**src/rtl/dino_pkg.sv**
```systemverilog
// dino_pkg: constants and types shared by the dinosaur game blocks
// (motion, collision/game control, renderer).
//   game_state_t : IDLE/RUN/HIT/OVER encoding seen on game_state
//   DINO_SIZE    : dinosaur bounding-box edge in pixels
//   GROUND_Y     : y of the ground line
//   SCREEN_W/H   : visible screen size in pixels
//   bcd_digit_inc: one BCD digit +1 with carry out
package dino_pkg;

  typedef enum logic [1:0] {
    StIdle = 2'd0,
    StRun  = 2'd1,
    StHit  = 2'd2,
    StOver = 2'd3
  } game_state_t;

  localparam int unsigned DINO_SIZE = 40;
  localparam int unsigned GROUND_Y  = 440;
  localparam int unsigned SCREEN_W  = 640;
  localparam int unsigned SCREEN_H  = 480;

  // Pixel coordinate width, wide enough for either screen dimension.
  localparam int unsigned COORD_W   = 10;

  // Returns {carry_out, next_digit}; 9 rolls to 0 with carry.
  function automatic logic [4:0] bcd_digit_inc(input logic [3:0] d);
    if (d >= 4'd9) begin
      return 5'b1_0000;
    end
    return {1'b0, d + 4'd1};
  endfunction

endpackage

```
**src/rtl/dino_collision_if.sv**
```systemverilog
// dino_collision_if: game-control signal bundle between the collision /
// game-state block and its neighbours.
//   frame_tick   : one-cycle pulse per game frame
//   start_button : debounced start level, high = pressed
//   dino_h/v     : dinosaur left x / top y
//   obs_h/v      : obstacle left x / top y
//   obs_valid    : obstacle on screen
//   game_state   : IDLE/RUN/HIT/OVER
//   run_enable   : high only in RUN, gates motion and obstacle blocks
//   hit_pulse    : one-cycle pulse on collision
//   score_bcd    : four BCD digits, ones in [3:0]
// slave  = the collision block; master = whoever drives it (top level / bench).
interface dino_collision_if;
  import dino_pkg::*;

  logic               frame_tick;
  logic               start_button;
  logic [COORD_W-1:0] dino_h;
  logic [COORD_W-1:0] dino_v;
  logic [COORD_W-1:0] obs_h;
  logic [COORD_W-1:0] obs_v;
  logic               obs_valid;
  game_state_t        game_state;
  logic               run_enable;
  logic               hit_pulse;
  logic [15:0]        score_bcd;

  modport master (
    output frame_tick, start_button, dino_h, dino_v, obs_h, obs_v, obs_valid,
    input  game_state, run_enable, hit_pulse, score_bcd
  );

  modport slave (
    input  frame_tick, start_button, dino_h, dino_v, obs_h, obs_v, obs_valid,
    output game_state, run_enable, hit_pulse, score_bcd
  );

endinterface

```
**src/rtl/bcd_counter4.sv**
```systemverilog
// bcd_counter4: four-digit BCD up-counter that saturates at 9999.
//   clk : clock
//   rst : synchronous active-low reset, clears to 0000
//   clr : synchronous clear (wins over inc)
//   inc : add one, ignored once the count is 9999
//   q   : count, ones digit in q[3:0]
module bcd_counter4 (
  input  logic        clk,
  input  logic        rst,
  input  logic        clr,
  input  logic        inc,
  output logic [15:0] q
);
  import dino_pkg::*;

  logic [15:0] q_q, q_d;
  logic        carry;

  always_comb begin
    q_d   = q_q;
    carry = inc && (q_q != 16'h9999);
    // Ripple the +1 up the digits; a digit only changes while a carry reaches it.
    for (int i = 0; i < 4; i++) begin
      if (carry) begin
        {carry, q_d[4*i +: 4]} = bcd_digit_inc(q_q[4*i +: 4]);
      end
    end
    if (clr) begin
      q_d = '0;
    end
  end

  always_ff @(posedge clk) begin
    if (!rst) begin
      q_q <= '0;
    end else begin
      q_q <= q_d;
    end
  end

  assign q = q_q;

endmodule

```
**src/rtl/dino_collision.sv**
```systemverilog
// dino_collision: per-frame dinosaur/obstacle overlap test, IDLE/RUN/HIT/OVER
// game FSM and BCD score keeping.
//   clk : system clock
//   rst : synchronous active-low reset
//   bus : dino_collision_if.slave (frame tick, start button, positions in;
//         game_state, run_enable, hit_pulse, score_bcd out)
// Parameters: DINO_SIZE, OBS_W, OBS_HT in pixels; SCORE_DIV frames per score
// step (1..63); HIT_FRAMES frames spent in HIT before OVER (1..63).
module dino_collision #(
  parameter int unsigned DINO_SIZE  = dino_pkg::DINO_SIZE,
  parameter int unsigned OBS_W      = 20,
  parameter int unsigned OBS_HT     = 40,
  parameter int unsigned SCORE_DIV  = 6,
  parameter int unsigned HIT_FRAMES = 30
) (
  input logic             clk,
  input logic             rst,
  dino_collision_if.slave bus
);
  import dino_pkg::*;

  localparam logic [5:0] DivLast = 6'(SCORE_DIV - 1);
  localparam logic [5:0] HitLast = 6'(HIT_FRAMES - 1);

  game_state_t state_q, state_d;
  logic [5:0]  div_q, div_d;
  logic [5:0]  hit_cnt_q, hit_cnt_d;
  logic        start_q;
  logic        run_en_q, run_en_d;
  logic        hit_pulse_q, hit_pulse_d;
  logic        score_clr, score_inc;
  logic [15:0] score;
  logic        start_rise;
  logic        overlap;

  // Zero-extended to 11 bits so right/bottom edges near 1023 never wrap.
  logic [10:0] dino_l, dino_r, dino_t, dino_b;
  logic [10:0] obs_l, obs_r, obs_t, obs_b;

  assign dino_l = {1'b0, bus.dino_h};
  assign dino_t = {1'b0, bus.dino_v};
  assign obs_l  = {1'b0, bus.obs_h};
  assign obs_t  = {1'b0, bus.obs_v};
  assign dino_r = dino_l + 11'(DINO_SIZE);
  assign dino_b = dino_t + 11'(DINO_SIZE);
  assign obs_r  = obs_l + 11'(OBS_W);
  assign obs_b  = obs_t + 11'(OBS_HT);

  // Strict compares: boxes sharing only an edge do not collide.
  assign overlap = bus.obs_valid
                 && (dino_l < obs_r) && (obs_l < dino_r)
                 && (dino_t < obs_b) && (obs_t < dino_b);

  assign start_rise = bus.start_button && !start_q;

  always_comb begin
    state_d     = state_q;
    div_d       = div_q;
    hit_cnt_d   = hit_cnt_q;
    hit_pulse_d = 1'b0;
    score_clr   = 1'b0;
    score_inc   = 1'b0;
    unique case (state_q)
      StIdle: begin
        if (start_rise) begin
          state_d   = StRun;
          div_d     = '0;
          hit_cnt_d = '0;
          score_clr = 1'b1;
        end
      end
      StRun: begin
        if (bus.frame_tick) begin
          if (overlap) begin
            // Collision beats a divider rollover on the same frame.
            state_d     = StHit;
            hit_pulse_d = 1'b1;
            hit_cnt_d   = '0;
          end else if (div_q == DivLast) begin
            div_d     = '0;
            score_inc = 1'b1;
          end else begin
            div_d = div_q + 6'd1;
          end
        end
      end
      StHit: begin
        if (bus.frame_tick) begin
          if (hit_cnt_q == HitLast) begin
            state_d = StOver;
          end else begin
            hit_cnt_d = hit_cnt_q + 6'd1;
          end
        end
      end
      StOver: begin
        if (start_rise) begin
          state_d = StIdle;
        end
      end
      default: state_d = StIdle;
    endcase
    run_en_d = (state_d == StRun);
  end

  always_ff @(posedge clk) begin
    if (!rst) begin
      state_q     <= StIdle;
      div_q       <= '0;
      hit_cnt_q   <= '0;
      start_q     <= 1'b0;
      run_en_q    <= 1'b0;
      hit_pulse_q <= 1'b0;
    end else begin
      state_q     <= state_d;
      div_q       <= div_d;
      hit_cnt_q   <= hit_cnt_d;
      start_q     <= bus.start_button;
      run_en_q    <= run_en_d;
      hit_pulse_q <= hit_pulse_d;
    end
  end

  bcd_counter4 u_score (
    .clk (clk),
    .rst (rst),
    .clr (score_clr),
    .inc (score_inc),
    .q   (score)
  );

  assign bus.game_state = state_q;
  assign bus.run_enable = run_en_q;
  assign bus.hit_pulse  = hit_pulse_q;
  assign bus.score_bcd  = score;

endmodule
```
**src/flat_wrapper.sv**
```systemverilog
// flat-port wrapper written by rule: the top's interface ports become plain ports
module dino_collision_flat import dino_pkg::*;
#(
  parameter int unsigned DINO_SIZE  = dino_pkg::DINO_SIZE,
  parameter int unsigned OBS_W      = 20,
  parameter int unsigned OBS_HT     = 40,
  parameter int unsigned SCORE_DIV  = 6,
  parameter int unsigned HIT_FRAMES = 30
)
  (clk, rst, bus_frame_tick, bus_start_button, bus_dino_h, bus_dino_v, bus_obs_h, bus_obs_v, bus_obs_valid, bus_game_state, bus_run_enable, bus_hit_pulse, bus_score_bcd);
  dino_collision_if bus_i ();
  input logic clk;
  input logic rst;
  input wire logic [$bits(bus_i.frame_tick)-1:0] bus_frame_tick;
  input wire logic [$bits(bus_i.start_button)-1:0] bus_start_button;
  input wire logic [$bits(bus_i.dino_h)-1:0] bus_dino_h;
  input wire logic [$bits(bus_i.dino_v)-1:0] bus_dino_v;
  input wire logic [$bits(bus_i.obs_h)-1:0] bus_obs_h;
  input wire logic [$bits(bus_i.obs_v)-1:0] bus_obs_v;
  input wire logic [$bits(bus_i.obs_valid)-1:0] bus_obs_valid;
  output wire logic [$bits(bus_i.game_state)-1:0] bus_game_state;
  output wire logic [$bits(bus_i.run_enable)-1:0] bus_run_enable;
  output wire logic [$bits(bus_i.hit_pulse)-1:0] bus_hit_pulse;
  output wire logic [$bits(bus_i.score_bcd)-1:0] bus_score_bcd;
  assign bus_i.frame_tick = bus_frame_tick;
  assign bus_i.start_button = bus_start_button;
  assign bus_i.dino_h = bus_dino_h;
  assign bus_i.dino_v = bus_dino_v;
  assign bus_i.obs_h = bus_obs_h;
  assign bus_i.obs_v = bus_obs_v;
  assign bus_i.obs_valid = bus_obs_valid;
  assign bus_game_state = bus_i.game_state;
  assign bus_run_enable = bus_i.run_enable;
  assign bus_hit_pulse = bus_i.hit_pulse;
  assign bus_score_bcd = bus_i.score_bcd;
  dino_collision #(.DINO_SIZE(DINO_SIZE), .OBS_W(OBS_W), .OBS_HT(OBS_HT), .SCORE_DIV(SCORE_DIV), .HIT_FRAMES(HIT_FRAMES)) u_core (.clk(clk), .rst(rst), .bus(bus_i));
endmodule
```
**config.mk**
```make
export PLATFORM = sky130hd
export DESIGN_NAME = dino_collision_flat
export DESIGN_NICKNAME = d
export VERILOG_FILES = /design/src/rtl/dino_pkg.sv /design/src/rtl/dino_collision_if.sv /design/src/rtl/bcd_counter4.sv /design/src/rtl/dino_collision.sv /design/src/flat_wrapper.sv
export SDC_FILE = /design/constraint.sdc
export NUM_CORES = 1
export LEC_CHECK = 0
export CAP_MARGIN = 30
export CORE_ASPECT_RATIO = 0.9
export CORE_MARGIN = 2
export CORE_UTILIZATION = 49
export CTS_BUF_LIST = sky130_fd_sc_hd__clkbuf_2 sky130_fd_sc_hd__clkbuf_4 sky130_fd_sc_hd__clkbuf_8
export DETAILED_ROUTE_END_ITERATION = 7
export HOLD_SLACK_MARGIN = 0.03
export PLACE_DENSITY_LB_ADDON = 0.05
export SYNTH_ARGS = -nofsm -noshare
export SYNTH_HDL_FRONTEND = slang
export SYNTH_SLANG_ARGS = --single-unit
```
**constraint.sdc**
```tcl
create_clock -name clk -period 2.9 [get_ports clk]
set_input_delay 0.435 -clock clk [delete_from_list [all_inputs] [get_ports clk]]
set_output_delay 0.435 -clock clk [all_outputs]
set_load 0.05 [all_outputs]
```
=== Word level (Yosys, flattened, before mapping) ===
Cells that the tools add are included.

* Flip-flop bits (word level): 33
* Input port bits: 45
* Output and inout port bits: 20
* Logic and storage cells: 99

* Add/subtract/negate cells: 10
* $lt $le $gt $ge: 8
* Equality and inequality tests: 13
* Multiplexer cells: 43
* Bitwise gates (word level): 1
* Reduce and logical (&&, ||, !) cells: 14

{| class="wikitable"
|+ Operators by type and width
! operator !! number
|-
| $mux 6 || 8
|-
| $lt 10x11->1 || 4
|-
| $add 10x6->11 const B || 3
|-
| $mux 5 || 6
|-
| $mux 1 || 18
|-
| $pmux 6 s3 || 1
|-
| $add 4x1->4 const B || 4
|-
| $ge 4x4->1 const B || 4
|-
| $ne 16x16->1 const B || 1
|-
| $add 6x1->6 const B || 2
|-
| $mux 2 || 6
|-
| $pmux 6 s2 || 1
|-
| $add 10x5->11 const B || 1
|-
| $mux 4 || 2
|-
| $ne 2x2->1 const B || 4
|-
| $pmux 2 s4 || 1
|-
| $eq 6x3->1 const B || 1
|-
| $eq 6x5->1 const B || 1
|-
| $logic_and 1x1->1 || 6
|-
| $reduce_and 6->1 || 1
|-
| $eq 2x1->1 const B || 2
|-
| $eq 2x2->1 const B || 2
|-
| $ne 2x1->1 const B || 2
|-
| $reduce_and 4->1 || 1
|-
| 7 further kinds || 7
|}

=== Longest topological paths before layout ===
Gate-level depths: netlist of run 1.

* Word-level depth: 21
* Mapped depth: 12
* Depth with buffers taken out: 11

=== By module ===
Synthesis of run 1 repeated with hierarchy kept, for this count alone.

* Cell total of the unflattened synthesis: 374
* Area, all modules: 3190.6 um2

{| class="wikitable"
|+ By module, submodules not included
! module !! times used !! cells each !! area each (um2) !! sequential area each (um2)
|-
| dino_collision || 1 || 258 || 2147.1 || 340.3
|-
| bcd_counter4 || 1 || 116 || 1043.5 || 320.3
|}

=== Worst setup path after synthesis of run 1 ===
No wires, ideal clock.

* Path type: input to register
* Start: input bus_obs_v[3]
* End: register u_core.u_score.q_q[15] (netlist: u_core.u_score.q[15])
* Library setup time: 122 ps
* Arrival time: 2869 ps
* Data required time: 2778 ps
* Setup slack: -91 ps
* Stages on the path: 12
* Path buffers: 1
* Cells stage by stage: ha_1 o21ai_0 xor2_1 ha_1 nand2_1 nor2_1 a2111oi_1 a31oi_2 or4_1 clkbuf_1 a31o_1 o311a_1

* Longest elaborated chain between the ends: 11
* Elaborated cells on any way between the ends: 12
* Classes of those cells: add/sub (1); order compare (2); mux (6); reduce/logical (3)

{| class="wikitable"
|+ RTL lines
! what !! RTL line !! RTL
|-
| start: declaration || flat_wrapper.sv:19 || <nowiki>input wire logic [$bits(bus_i.obs_v)-1:0] bus_obs_v;</nowiki>
|-
| $add 10x6->11 || dino_collision.sv:47 || <nowiki>assign obs_b = obs_t + 11'(OBS_HT);</nowiki>
|-
| $lt 10x11->1 || dino_collision.sv:52 || <nowiki>&& (dino_t < obs_b) && (obs_t < dino_b);</nowiki>
|-
| $logic_and 1x1->1 || dino_collision.sv:52 ||
|-
| $logic_and 1x1->1 (*) || dino_collision.sv:52 ||
|-
| $mux 1 (*) || dino_collision.sv:74 || <nowiki>if (overlap) begin</nowiki>
|-
| $mux 1 (*) || dino_collision.sv:73 || <nowiki>if (bus.frame_tick) begin</nowiki>
|-
| $mux 1 (*) || dino_collision.sv:63 || <nowiki>unique case (state_q)</nowiki>
|-
| $logic_and 1x1->1 (*) || bcd_counter4.sv:21 || <nowiki>carry = inc && (q_q != 16'h9999);</nowiki>
|-
| $mux 1 (*) (3 in series) || bcd_counter4.sv:24 || <nowiki>if (carry) begin</nowiki>
|-
| end signal: assignment || bcd_counter4.sv:37 || <nowiki>q_q <= q_d;</nowiki>
|-
| end: declaration || bcd_counter4.sv:16 || <nowiki>logic [15:0] q_q, q_d;</nowiki>
|}

Every way passes the cells marked *; elsewhere a longest branch is shown, timed or not.
A chain may end at the register's enable or synchronous reset.

=== Final worst setup path of run 1 ===
* Start: input bus_obs_v[7]
* End: register u_core.u_score.q_q[0] (netlist: u_core.u_score.q[0])

* Longest elaborated chain between the ends: 8
* Elaborated cells on any way between the ends: 9
* Classes of those cells: add/sub (1); order compare (2); mux (3); reduce/logical (3)

{| class="wikitable"
|+ RTL lines
! what !! RTL line
|-
| $add 10x6->11 || dino_collision.sv:47
|-
| $lt 10x11->1 || dino_collision.sv:52
|-
| $logic_and 1x1->1 || dino_collision.sv:52
|-
| $logic_and 1x1->1 (*) || dino_collision.sv:52
|-
| $mux 1 (*) || dino_collision.sv:74
|-
| $mux 1 (*) || dino_collision.sv:73
|-
| $mux 1 (*) || dino_collision.sv:63
|-
| $logic_and 1x1->1 (*) || bcd_counter4.sv:21
|}

Marked as above.

==> results of run 1 <==
[worst min-delay path by stage]
stage                          startpoint              end  slack (ns)  cells after the start
after floorplan           u_core.div_q[5]  u_core.div_q[5]        0.45                      2
final                     u_core.div_q[5]  u_core.div_q[5]        0.48                      2
after global placement    u_core.div_q[5]  u_core.div_q[5]        0.47                      2
after CTS                 u_core.div_q[5]  u_core.div_q[5]        0.48                      2
after detailed placement  u_core.div_q[5]  u_core.div_q[5]        0.47                      2
after global routing      u_core.div_q[5]  u_core.div_q[5]        0.52                      2
[critical path: stages]
cell,delay (ns)
dlygate4sd2_1,0.26
nand2_2,0.13
nor2_4,0.06
xnor2_2,0.13
ha_1,0.35
nand2_2,0.11
nor2_2,0.13
nand4_1,0.24
a31oi_4,0.31
o41ai_4,0.11
buf_4,0.17
buf_12,0.14
or4b_1,0.52
a21oi_1,0.15
[cells in the mapped netlist, types with 2 or more instances]
cell,n,area [um2]
o21ai_0,16,80.1
mux2i_1,5,50.1
nor2b_1,9,56.3
nand2_1,41,154
ha_1,55,688
and3_1,4,25.0
xnor2_1,5,43.8
a21oi_1,30,150
a31o_2,2,17.5
nand3_1,13,65.1
or4_1,6,45.0
or2_2,2,12.5
nand4b_1,4,35.0
or3b_2,2,17.5
o2111ai_1,5,43.8
inv_1,26,97.6
a31oi_1,3,18.8
o311a_1,2,20.0
buf_2,3,15.0
nand2b_1,6,37.5
nor2_1,30,113
nand4_1,9,56.3
clkbuf_1,6,22.5
a21o_1,7,52.6
nor4_1,2,12.5
a211oi_1,4,30.0
nand3b_1,3,22.5
nor4b_2,2,30.0
or4b_1,2,20.0
o21ai_1,4,20.0
dfxtp_1,33,661
or3_1,7,43.8
xor2_1,17,149
nor3_1,7,35.0
[layer usage]
metal | share of wire | GRT usage | vias up
met5 | 0 | 0 | -
met3 | 0.057 | 0.0442 | 37
met2 | 0.51 | 0.487 | 139
met4 | 0.024 | 0.0672 | 0
met1 | 0.41 | 0.330 | 1695
li1 | - | - | 1710
[placed cells by master, fill, tap and decap left out, drive strengths merged, types with 3 or more instances in the layout]
master and n:
nand4b 4, a31oi 4, clkdlybuf4s50 36, a21oi 30, a31o 3, nand2b 6, ha 55, or4 6
o2111ai 5, clkbuf 9, nor3 7, nand3 13, and3 4, xor2 17, o41ai 3, buf 87
inv 26, nor2 30, or2 4, clkdlybuf4s15 3, a211oi 4, dlymetal6s2s 4, dlygate4sd2 5, mux2i 5
dfxtp 33, or3 7, nor4 3, o21ai 20, nand2 41, a21o 7, xnor2 5, nand4 9
nor2b 9, nand3b 3
[cells by family after synthesis]
| group | count (synthesis) | share of synthesized area |
|---|---|---|
| XOR/XNOR | 22 | 0.0603 |
| multiplexers | 5 | 0.0157 |
| buffers and inverters | 36 | 0.0458 |
| AO/OA/AOI/OAI | 91 | 0.202 |
| flip-flops | 33 | 0.207 |
| AND/OR/NAND/NOR | 153 | 0.254 |
| adder cells (fa/ha/maj) | 55 | 0.215 |
[repair_timing]
item / 4_1_cts / 5_1_grt
setup buffers: 13 / 7
resized for setup: 125 / 71
pin swaps: 47 / 53
setup endpoints to repair: 32 / 31
cloned: 2 / 0
[metrics by stage]
stage | worst slack (ns) | total power (W) | instance area [um2]
5_1_grt | -0.232 | 0.00156 | 5040
3_3_place_gp | -0.657 | 0.000915 | 4320
3_5_place_dp | -0.758 | 0.000928 | 4320
2_1_floorplan | 0.0220 | 0.000706 | 3200
6_report | -0.139 | 0.00149 | 5040
4_1_cts | 0.00681 | 0.00137 | 4740
[layout make-up]
| type | count | area, um2 | area share |
|---|---|---|---|
| multi-input combinational | 326 | 2840 | 0.563 |
| timing repair buffer | 138 | 1250 | 0.248 |
| sequential | 33 | 661 | 0.131 |
| tap | 87 | 109 | 0.0216 |
| inverter | 26 | 97.6 | 0.0194 |
| clock buffer | 6 | 76.3 | 0.0151 |
| clock inverter | 2 | 10.0 | 0.00199 |
[power by group]
part / switching, W / internal, W / total (W)
logic: 0.000326 / 0.000350 / 0.000676
registers: 0.00000522 / 0.000457 / 0.000462
clock network: 0.000173 / 0.000176 / 0.000349
[state kept, by name, indices dropped and copies added, names as in the netlist]
| register | flops |
|---|---|
| u_core.hit_cnt_q | 6 |
| u_core.bus.hit_pulse | 1 |
| u_core.u_score.q | 16 |
| u_core.bus.game_state | 2 |
| u_core.bus.run_enable | 1 |
| u_core.div_q | 6 |
| u_core.start_q | 1 |
==> impl_metrics.ini, run 1 <==
[critical_path]
cp_data_required_time_ns = 3.12
crit_arrival_ns = 3.26
rr_endpoint = u_core.u_score.q[15]
critPathLaunch = bus_obs_v[7]
crit_end = u_core.u_score.q[0]
r2r_setup_slack_ns = 0.19
rr_startpoint = u_core.u_score.q[9]
r2r_cells = 8
worstPathMaxFanout = 12
worst_setup_path_start_kind = input port
worstSetupPathType = in -> reg
cp-end-kind = flop

[synthesis]
ys_ff_latch = 33
synth-seq-area-share = 0.207
yosys_warnings = 0
ys_types = 57
synth.net_count = 495
syn_area_um2 = 3200
synth_edf_count = 0
synth_ff_type = dfxtp_1
synth_cells = 395
synth.avg_cell_area_um2 = 8.09
async_flop_share = 0

[routing]
drt-initial-drc-count = 180
drc = 0
finalWirelength_mm = 10.4
vias = 3581
viasPerCell = 5.79
routedWlPerCell_um = 16.8
drt-pass1-iter-count = 6
drtAntennaViolNets = 0

[timing]
max_freq_ghz = 0.329
rsz0062_at_grt = yes
setup_viol = 13
finalHoldViolations = 0
clock_skew_ns = 0.00786
hold_ws_ns = 0.481
post-route-period-util = 1.05
setup_slack_ns = -0.139
tightestPinTransition_ns = 0.628
min_period_ns = 3.04
slew_headroom = 0.581
slew_violations = 0
tns_ns = -0.886

[global_route]
antenna_found_initial = 0
grt_usage = 0.270
grt_pass1_wl_mm = 15.6
grt_max_degree = 16
grt_pass1_vias = 3486
grt_overflow_total = 0

[floorplanning]
pin_count = 65
core_area_um2 = 6220
rows = 27
start_util = 0.514
dieHeight_um = 80.6
die_width_um = 89.1
dieArea_um2 = 7180

[cells_and_area]
final_nets = 630
areaGrowthSynthToFinish_pct = 57.7
fillers = 415
num_antenna_cells = 0
fin_cells = 618
fin_util = 0.811
drive_gt1_frac = 0.339

[placement]
gp_congestion = 0.886
post-place-cells = 590
post-dp-hpwl_mm = 6.36
portBuffers = 64

[clock_network]
clk_transition_reported_paths_ns = 0.07
clk-insertion-delay-late_ns = 0.29
cts-buffers-inserted = 5
hold_buffers = 0
ctsLongestPathBuffers = 2
cts_tree = built
root_buffer = clkbuf_8
cts.sinks = 33
h-tree-depth = 2

[hold_path]
hp-class = reg -> reg

[outcome]
status = finished, violations left
violations = negative setup slack

[pwr]
power_density_nw_per_um2 = 295
p_leak_nw = 2.12
ir_drop_v = 0.000207

[job]
cap_violations = 0
No activity file was read; power rests on OpenSTA's default activity.
==> run 2, diff against run 1 <==
Settings changed: CAP_MARGIN 30 to 10, HOLD_SLACK_MARGIN 0.03 to default.
==> results of run 2 <==
Final layout, timing and power as in run 1 (identical DEF).
